### src/rtl/bp_pkg.sv
// Shared types for the branch-prediction slice: the in-flight prediction record
// that fetch hands to execute, and the 2-bit saturating counter used by the PHT.
package bp_pkg;

    typedef struct packed {
        logic [31:0] pc;
        logic        taken;
        logic [31:0] target;
    } pred_entry_t;

    typedef logic [1:0] cnt_t;

    localparam cnt_t CNT_MAX = 2'b11;
    localparam cnt_t CNT_MIN = 2'b00;

    // Saturating step of a 2-bit counter toward the observed outcome.
    function automatic cnt_t cnt_update(input cnt_t cnt, input logic taken);
        cnt_t next_cnt;
        next_cnt = cnt;
        if (taken && (cnt != CNT_MAX)) begin
            next_cnt = cnt + 2'b01;
        end else if (!taken && (cnt != CNT_MIN)) begin
            next_cnt = cnt - 2'b01;
        end
        return next_cnt;
    endfunction

endpackage

### src/rtl/pht.sv
// Pattern history table: 2**PHT_BITS two-bit saturating counters.
// Ports:
//   clk_i, rst_ni   clock, asynchronous active-low reset (counters -> RESET_CNT)
//   rd_idx_i        lookup index (asynchronous read)
//   rd_cnt_o        counter at rd_idx_i; old value when rd_idx_i == upd_idx_i
//   upd_en_i        train the counter at upd_idx_i at the next clock edge
//   upd_idx_i       training index
//   upd_taken_i     training direction (1: increment, 0: decrement)
module pht
    import bp_pkg::*;
#(
    parameter int   PHT_BITS  = 6,
    parameter cnt_t RESET_CNT = 2'b01
) (
    input  logic                clk_i,
    input  logic                rst_ni,
    input  logic [PHT_BITS-1:0] rd_idx_i,
    output cnt_t                rd_cnt_o,
    input  logic                upd_en_i,
    input  logic [PHT_BITS-1:0] upd_idx_i,
    input  logic                upd_taken_i
);

    localparam int ENTRIES = 2 ** PHT_BITS;

    cnt_t cnt_q [ENTRIES];

    // NOTE: the counters are architectural prediction state that must restart
    // from a known value, so this array is reset; pure data storage whose
    // contents are qualified by separate valid/occupancy state is not.
    // NOTE: sequential state is written with <= so every flop samples the
    // pre-edge values, independent of statement order.
    always_ff @(posedge clk_i or negedge rst_ni) begin
        if (!rst_ni) begin
            for (int i = 0; i < ENTRIES; i++) begin
                cnt_q[i] <= RESET_CNT;
            end
        end else if (upd_en_i) begin
            cnt_q[upd_idx_i] <= cnt_update(cnt_q[upd_idx_i], upd_taken_i);
        end
    end

    // No write-to-read bypass: a same-cycle lookup sees the pre-update value.
    assign rd_cnt_o = cnt_q[rd_idx_i];

endmodule

### src/rtl/branch_resolver.sv
// Execute-stage branch resolver. Holds fetch's predictions in an in-order
// queue, resolves the oldest one against the actual outcome, raises a one-cycle
// registered mispredict with the redirect PC on a mismatch (flushing the queue),
// and trains the PHT that fetch reads.
// Ports:
//   clk_i, rst_ni                  clock, asynchronous active-low reset
//   pred_valid_i/pc/taken/target   prediction push from fetch
//   pred_ready_o                   push accepted when valid && ready
//   lookup_pc_i, lookup_taken_o    combinational PHT lookup for fetch
//   res_valid_i/is_branch/taken/target  resolve of the oldest queued entry
//   mispredict_o, redirect_pc_o    registered redirect pulse and target
//   res_error_o                    sticky: resolve arrived with an empty queue
//   occupancy_o                    number of queued predictions
module branch_resolver
    import bp_pkg::*;
#(
    parameter int   PHT_BITS    = 6,
    parameter int   QUEUE_DEPTH = 4,
    parameter cnt_t RESET_CNT   = 2'b01
) (
    input  logic                         clk_i,
    input  logic                         rst_ni,
    input  logic                         pred_valid_i,
    input  logic [31:0]                  pred_pc_i,
    input  logic                         pred_taken_i,
    input  logic [31:0]                  pred_target_i,
    output logic                         pred_ready_o,
    input  logic [31:0]                  lookup_pc_i,
    output logic                         lookup_taken_o,
    input  logic                         res_valid_i,
    input  logic                         res_is_branch_i,
    input  logic                         res_taken_i,
    input  logic [31:0]                  res_target_i,
    output logic                         mispredict_o,
    output logic [31:0]                  redirect_pc_o,
    output logic                         res_error_o,
    output logic [$clog2(QUEUE_DEPTH):0] occupancy_o
);

    localparam int PTR_W = $clog2(QUEUE_DEPTH);
    localparam int OCC_W = PTR_W + 1;
    localparam logic [PTR_W-1:0] PTR_ONE = 1;
    localparam logic [OCC_W-1:0] OCC_ONE = 1;
    localparam logic [OCC_W-1:0] OCC_FULL = OCC_W'(QUEUE_DEPTH);

    pred_entry_t      queue_mem [QUEUE_DEPTH];
    logic [PTR_W-1:0] wr_ptr_q, rd_ptr_q;
    logic [OCC_W-1:0] occ_q;
    logic             mispredict_q, res_error_q;
    logic [31:0]      redirect_q;

    pred_entry_t head, new_entry;
    logic [31:0] head_seq_pc, actual_pc, predicted_pc;
    logic        full, empty, push, resolve, mismatch, pop;
    cnt_t        lookup_cnt;

    assign full  = (occ_q == OCC_FULL);
    assign empty = (occ_q == '0);

    // Refuse pushes while redirecting: anything fetch sends then is wrong-path.
    assign pred_ready_o = !full && !mispredict_q;
    assign push         = pred_valid_i && pred_ready_o;

    assign new_entry = '{pc: pred_pc_i, taken: pred_taken_i, target: pred_target_i};

    assign head         = queue_mem[rd_ptr_q];
    assign head_seq_pc  = head.pc + 32'd4;
    assign actual_pc    = res_taken_i ? res_target_i : head_seq_pc;
    assign predicted_pc = head.taken  ? head.target  : head_seq_pc;

    assign resolve  = res_valid_i && !empty;
    assign mismatch = resolve && (actual_pc != predicted_pc);
    assign pop      = resolve && !mismatch;

    // Queue payload: validity is carried by occ_q, so no reset is needed.
    always_ff @(posedge clk_i) begin
        if (push && !mismatch) begin
            queue_mem[wr_ptr_q] <= new_entry;
        end
    end

    always_ff @(posedge clk_i or negedge rst_ni) begin
        if (!rst_ni) begin
            wr_ptr_q     <= '0;
            rd_ptr_q     <= '0;
            occ_q        <= '0;
            mispredict_q <= 1'b0;
            redirect_q   <= '0;
            res_error_q  <= 1'b0;
        end else begin
            mispredict_q <= mismatch;
            if (mismatch) begin
                // Flush: same-cycle push is wrong-path and is dropped too.
                wr_ptr_q   <= '0;
                rd_ptr_q   <= '0;
                occ_q      <= '0;
                redirect_q <= actual_pc;
            end else begin
                if (push) wr_ptr_q <= wr_ptr_q + PTR_ONE;
                if (pop)  rd_ptr_q <= rd_ptr_q + PTR_ONE;
                if (push && !pop) begin
                    occ_q <= occ_q + OCC_ONE;
                end else if (!push && pop) begin
                    occ_q <= occ_q - OCC_ONE;
                end
            end
            if (res_valid_i && empty) begin
                res_error_q <= 1'b1;
            end
        end
    end

    pht #(
        .PHT_BITS (PHT_BITS),
        .RESET_CNT(RESET_CNT)
    ) u_pht (
        .clk_i      (clk_i),
        .rst_ni     (rst_ni),
        .rd_idx_i   (lookup_pc_i[PHT_BITS+1:2]),
        .rd_cnt_o   (lookup_cnt),
        .upd_en_i   (resolve && res_is_branch_i),
        .upd_idx_i  (head.pc[PHT_BITS+1:2]),
        .upd_taken_i(res_taken_i)
    );

    // Only the counter's direction bit drives the prediction.
    assign lookup_taken_o = lookup_cnt[1];

    logic unused_ok;
    assign unused_ok = ^{lookup_cnt[0], lookup_pc_i[31:PHT_BITS+2], lookup_pc_i[1:0]};

    assign mispredict_o  = mispredict_q;
    assign redirect_pc_o = redirect_q;
    assign res_error_o   = res_error_q;
    assign occupancy_o   = occ_q;

endmodule

### config.mk
export PLATFORM = sky130hd
export DESIGN_NAME = branch_resolver
export DESIGN_NICKNAME = d
export VERILOG_FILES = /design/src/rtl/bp_pkg.sv /design/src/rtl/pht.sv /design/src/rtl/branch_resolver.sv
export SDC_FILE = /design/constraint.sdc
export NUM_CORES = 1
export LEC_CHECK = 0
export BUFFER_PORTS_ARGS = -buffer_cell sky130_fd_sc_hd__buf_2
export CORE_ASPECT_RATIO = 1.5
export CORE_MARGIN = 2
export CORE_UTILIZATION = 60
export CTS_CLUSTER_SIZE = 24
export DETAILED_ROUTE_END_ITERATION = 16
export GPL_TIMING_DRIVEN = 0
export PLACE_DENSITY = 0.8
export SYNTH_ARGS = -nofsm -noshare
export SYNTH_HDL_FRONTEND = slang
export SYNTH_SLANG_ARGS = --single-unit
### constraint.sdc
create_clock -name clk_i -period 16.1 [get_ports clk_i]
set_input_delay 2.415 -clock clk_i [delete_from_list [all_inputs] [get_ports clk_i]]
set_output_delay 2.415 -clock clk_i [all_outputs]
set_load 0.03 [all_outputs]
==> results <==
- The flow ran to the end, and the final reports show no timing, DRC or antenna violations.
- The number of antenna violations at the first check in global routing was 6.
- In this run the power spent charging and discharging nets is about 1.1 mW.
- The share of synthesized area in the top cell type comes to 0.373.
- The clock-pin transition on the worst setup and hold timing paths is roughly 0.06 ns.
- The commonest cells after synthesis are sky130_fd_sc_hd__edfxtp_1 (260), sky130_fd_sc_hd__mux2_2 (147), sky130_fd_sc_hd__dfrtp_1 (105).
- The area occupied by registers is 0.0121 sq mm.
- Detailed routing inserted a total of 13900 vias.
- The critical path in this run is classified as in -> out.
- The final hold violation count is 0.
- The final wirelength is ~58000 um.
- After filler insertion, the fill cell instance count of the layout stands at around 2400.
- Summed over all layers, the global routing overflow is 0.
- Across all register-to-register paths, the minimum setup slack is roughly 9 ns.
- Of the total power, the share spent switching nets is 0.333.
- Once placement finished, the instance area stood at between 0.02 and 0.025 sq mm.
- The final setup skew is about 0.019 ns.
- In the routed design, unresolved DRC markers number 0.
- The TritonCTS clock tree is built.
- The sequential share of the synthesized area is 0.579.
- VDD sags by at most 146 uV.
- In the finished design, the share of the clock period the worst path needs comes to 0.498.
- The total number of placement rows is between 80 and 90.
- In this run the remaining antenna-violating nets after routing total 0.
- The number of distinct library cell variants in the gate-level netlist after synthesis is 83.
- In this run the tightest slew margin relative to its limit is 0.242.
- In this run the mean area of a mapped cell was around 14 sq um.
- The number of slew-limit violations in the final report is 0.
- The number of nets at the end of the flow is around 1800.
- When the netlist entered floorplanning its net count stood at between 1500 and 2000.
- The final count of negative-setup-slack endpoints is 0.
- After detailed routing, the average wire length per cell comes to between 20 and 30 um.
- From bottom edge to top edge, the die measures 233 um.
- The finished cells cover between 0.02 and 0.025 sq mm.
- Setup repair after global routing left no endpoint under its margin.
- Summed over all cells, the static leakage comes to 8.79 nW.
- The wire length of the first global-routing pass is roughly 86000 um.
- STA classifies the critical path startpoint as a primary input.
- The path class of the tightest hold or removal check is reg -> reg.
- The final critical-path required period is roughly 8.0 ns.
- The pin count of the biggest net entering global routing is 122.
- The setup total negative slack is 0 ns.
- The share of total power dissipated in combinational logic is 0.283.
- Static timing analysis puts the maximum clock frequency at between 0.1 and 0.15 GHz.
- The cell type with the largest total area after synthesis is sky130_fd_sc_hd__edfxtp_1.
- After clock tree synthesis, the setup repair step added 0 buffers.
- The worst-path maximum fanout is 10.
- The global placement routability congestion is between 0.9 and 1.
- The tree is rooted in a sky130_fd_sc_hd__clkbuf_16.
- Of the total power, registers draw 0.447.
- The number of search-and-repair iterations in the first detailed-routing pass is 6.
- Dividing total power by cell area gives a power density of 142 mW/mm^2.
- The die footprint is about 0.036 sq mm.
- In this run the cell area of the synthesized design comes to around 0.021 sq mm.
- The number of levels in the clock H-tree is 2.
- In the post-synthesis netlist, the biggest area contributors are sky130_fd_sc_hd__edfxtp_1 (37%), sky130_fd_sc_hd__dfrtp_1 (13%), sky130_fd_sc_hd__mux4_2 (9.4%).
- The clock insertion delay at the later pin of the skew report is 0.54 ns.
- The quantity of gates resized following cts is 0.
- Compared with the post-synthesis result, the final layout area differs by 12.8%.
- Timing analysis after detailed placement gives a worst setup slack of ~8.0 ns.
- The count of buffers added on input and output ports is around 140.
- In this run the count of I/O pins placed on the die edge is around 170.
- Yosys mapped a number of flops with a built-in enable equal to 260.
- The clock share of power is 0.271.
- The most used flip-flop cell after synthesis is sky130_fd_sc_hd__edfxtp_1.
- In the synthesized netlist, the number of instances is approximately 1400.
- The first routing iteration left roughly 1300 violations.
- For the pin with the worst max-slew slack, the measured transition is about 1.1 ns.
- The fraction of layout instances using a drive strength above 1 is 0.335.
- The share of synthesized flip-flops with an asynchronous set or reset is 0.394.
- Yosys instantiated no cell more often than sky130_fd_sc_hd__edfxtp_1.
- The clock tree buffer depth is 3.
- The overall global routing resource usage is 0.325.
- Buffers inserted during clock tree synthesis total 40.
- Data on the critical path arrives at its endpoint at around 5.6 ns.
- For this configuration, the core starts out at a cell density of 0.611.
- The sum of net half-perimeters after detailed placement is approximately 42000 um.
- The kind of capture point of the worst setup path is a primary output.
- After synthesis the netlist holds a flip-flop and latch count of ~430.
- In the final layout, the multi-input gates occupy slightly above 0.008 sq mm.
- The number of warnings printed during yosys synthesis is 0.
- The internal portion of the total power is 2.24 mW.
- Dividing the detail-routed via count by the number of cells gives between 6 and 7.
- In the post-route analysis, the smallest setup slack over all paths is 8.09 ns.
- The die boundary width is 157 um.
- The core area is ~0.034 sq mm.
- The number of max-cap violations is 0.
- STA puts the critical path data required time at ~14 ns.
- The hold buffer count at CTS is 0.
- The clock sink count is around 430.
- The via count of the first global-routing pass was 14400.
[worst paths after layout]
kind                           startpoint                 to  depth (start not counted)
setup reg to reg              rd_ptr_q[1]     occupancy_o[2]                         21
hold reg to reg               res_error_o        res_error_o                          1
min in group asynchronous          rst_ni    u_pht.cnt_q[27]                          1
max in group asynchronous          rst_ni  redirect_pc_o[27]                          2
setup / recovery           lookup_pc_i[2]     lookup_taken_o                          6
hold / removal                res_error_o        res_error_o                          1
[cell families (layout without fill, tap and decap cells)]
kind of cell | Yosys count | in the layout | synth area share
adder cells (fa/ha/maj) | 8 | 8 | 0.00514
multiplexers | 288 | 288 | 0.200
flip-flops | 429 | 429 | 0.579
other | 0 | 5 | 0
buffers and inverters | 121 | 342 | 0.0289
AND/OR/NAND/NOR | 328 | 328 | 0.0815
XOR/XNOR | 105 | 105 | 0.0480
AO/OA/AOI/OAI | 169 | 169 | 0.0577
[through the flow]
step / std cells / power (mW) / utilization / hold slack, ns
final: 2099 / 3.36 / 0.689 / 0.453
after global routing: 2098 / 3.48 / 0.689 / 0.485
after CTS: 2094 / 3.36 / 0.689 / 0.462
after detailed placement: 2022 / 2.46 / 0.652 / 0.448
after global placement: 2017 / 2.42 / 0.648 / 0.435
after floorplan: 1448 / 2.10 / - / 0.492
[power groups by stage]
stage	combinational (mW)	clock (mW)	sequential, mW
2_1_floorplan	0.531	0	1.57
3_3_place_gp	0.903	0	1.52
3_5_place_dp	0.937	0	1.52
4_1_cts	0.942	0.919	1.50
5_1_grt	1.01	0.958	1.51
6_report	0.951	0.910	1.50
[registers in the layout, indices dropped and copies added, names as in the netlist]
register,cells
occupancy_o,3
res_error_o,1
mispredict_o,1
queue_mem,260
rd_ptr_q,2
u_pht.cnt_q,128
redirect_pc_o,32
wr_ptr_q,2
[routing by layer]
metal / part of all wire / global-route usage / wire, um / vias up
met2: 0.51 / 0.557 / 29500 / 698
met1: 0.35 / 0.373 / 20100 / 6979
met5: 0.00031 / 0 / 18 / -
li1: - / - / - / 5965
met3: 0.066 / 0.0512 / 3860 / 261
met4: 0.080 / 0.226 / 4660 / 4
[layout by cell type (no fill, tap or decap), types with 13 or more instances in the layout]
cell type and n:
sky130_fd_sc_hd__edfxtp_1 260, sky130_fd_sc_hd__buf_2 161, sky130_fd_sc_hd__mux2_2 147, sky130_fd_sc_hd__dfrtp_1 105
sky130_fd_sc_hd__mux4_2 87, sky130_fd_sc_hd__nand2_1 82, sky130_fd_sc_hd__nor2_1 68, sky130_fd_sc_hd__dfstp_2 64
sky130_fd_sc_hd__xnor2_1 63, sky130_fd_sc_hd__clkbuf_1 54, sky130_fd_sc_hd__clkbuf_16 41, sky130_fd_sc_hd__mux2i_1 36
sky130_fd_sc_hd__xor2_1 36, sky130_fd_sc_hd__inv_1 31, sky130_fd_sc_hd__nand3_1 29, sky130_fd_sc_hd__a21oi_1 29
sky130_fd_sc_hd__a22oi_1 26, sky130_fd_sc_hd__o21ai_0 24, sky130_fd_sc_hd__nor3_1 23, sky130_fd_sc_hd__nor4_1 17
sky130_fd_sc_hd__mux2_1 17, sky130_fd_sc_hd__nand4_1 16, sky130_fd_sc_hd__nor2b_1 14, sky130_fd_sc_hd__and2_1 13
sky130_fd_sc_hd__a221oi_1 13, sky130_fd_sc_hd__and3_1 13
[layout make-up]
type / count / share of cell area
Clock buffer: 54 / 0.0464
Timing Repair Buffer: 149 / 0.0368
Multi-Input combinational cell: 898 / 0.349
Buffer: 90 / 0.0207
Sequential cell: 429 / 0.513
Tap cell: 425 / 0.0225
Inverter: 31 / 0.00493
Antenna cell: 5 / 0.000530
Clock inverter: 18 / 0.00636
[worst max-delay path, cell delays in order]
cell and delay [ns]:
sky130_fd_sc_hd__clkbuf_1 0.53, sky130_fd_sc_hd__buf_1 0.83, sky130_fd_sc_hd__mux4_2 0.66, sky130_fd_sc_hd__mux4_2 0.51
sky130_fd_sc_hd__mux4_2 0.46, sky130_fd_sc_hd__buf_2 0.19
Power figures use the tool's default switching activity.
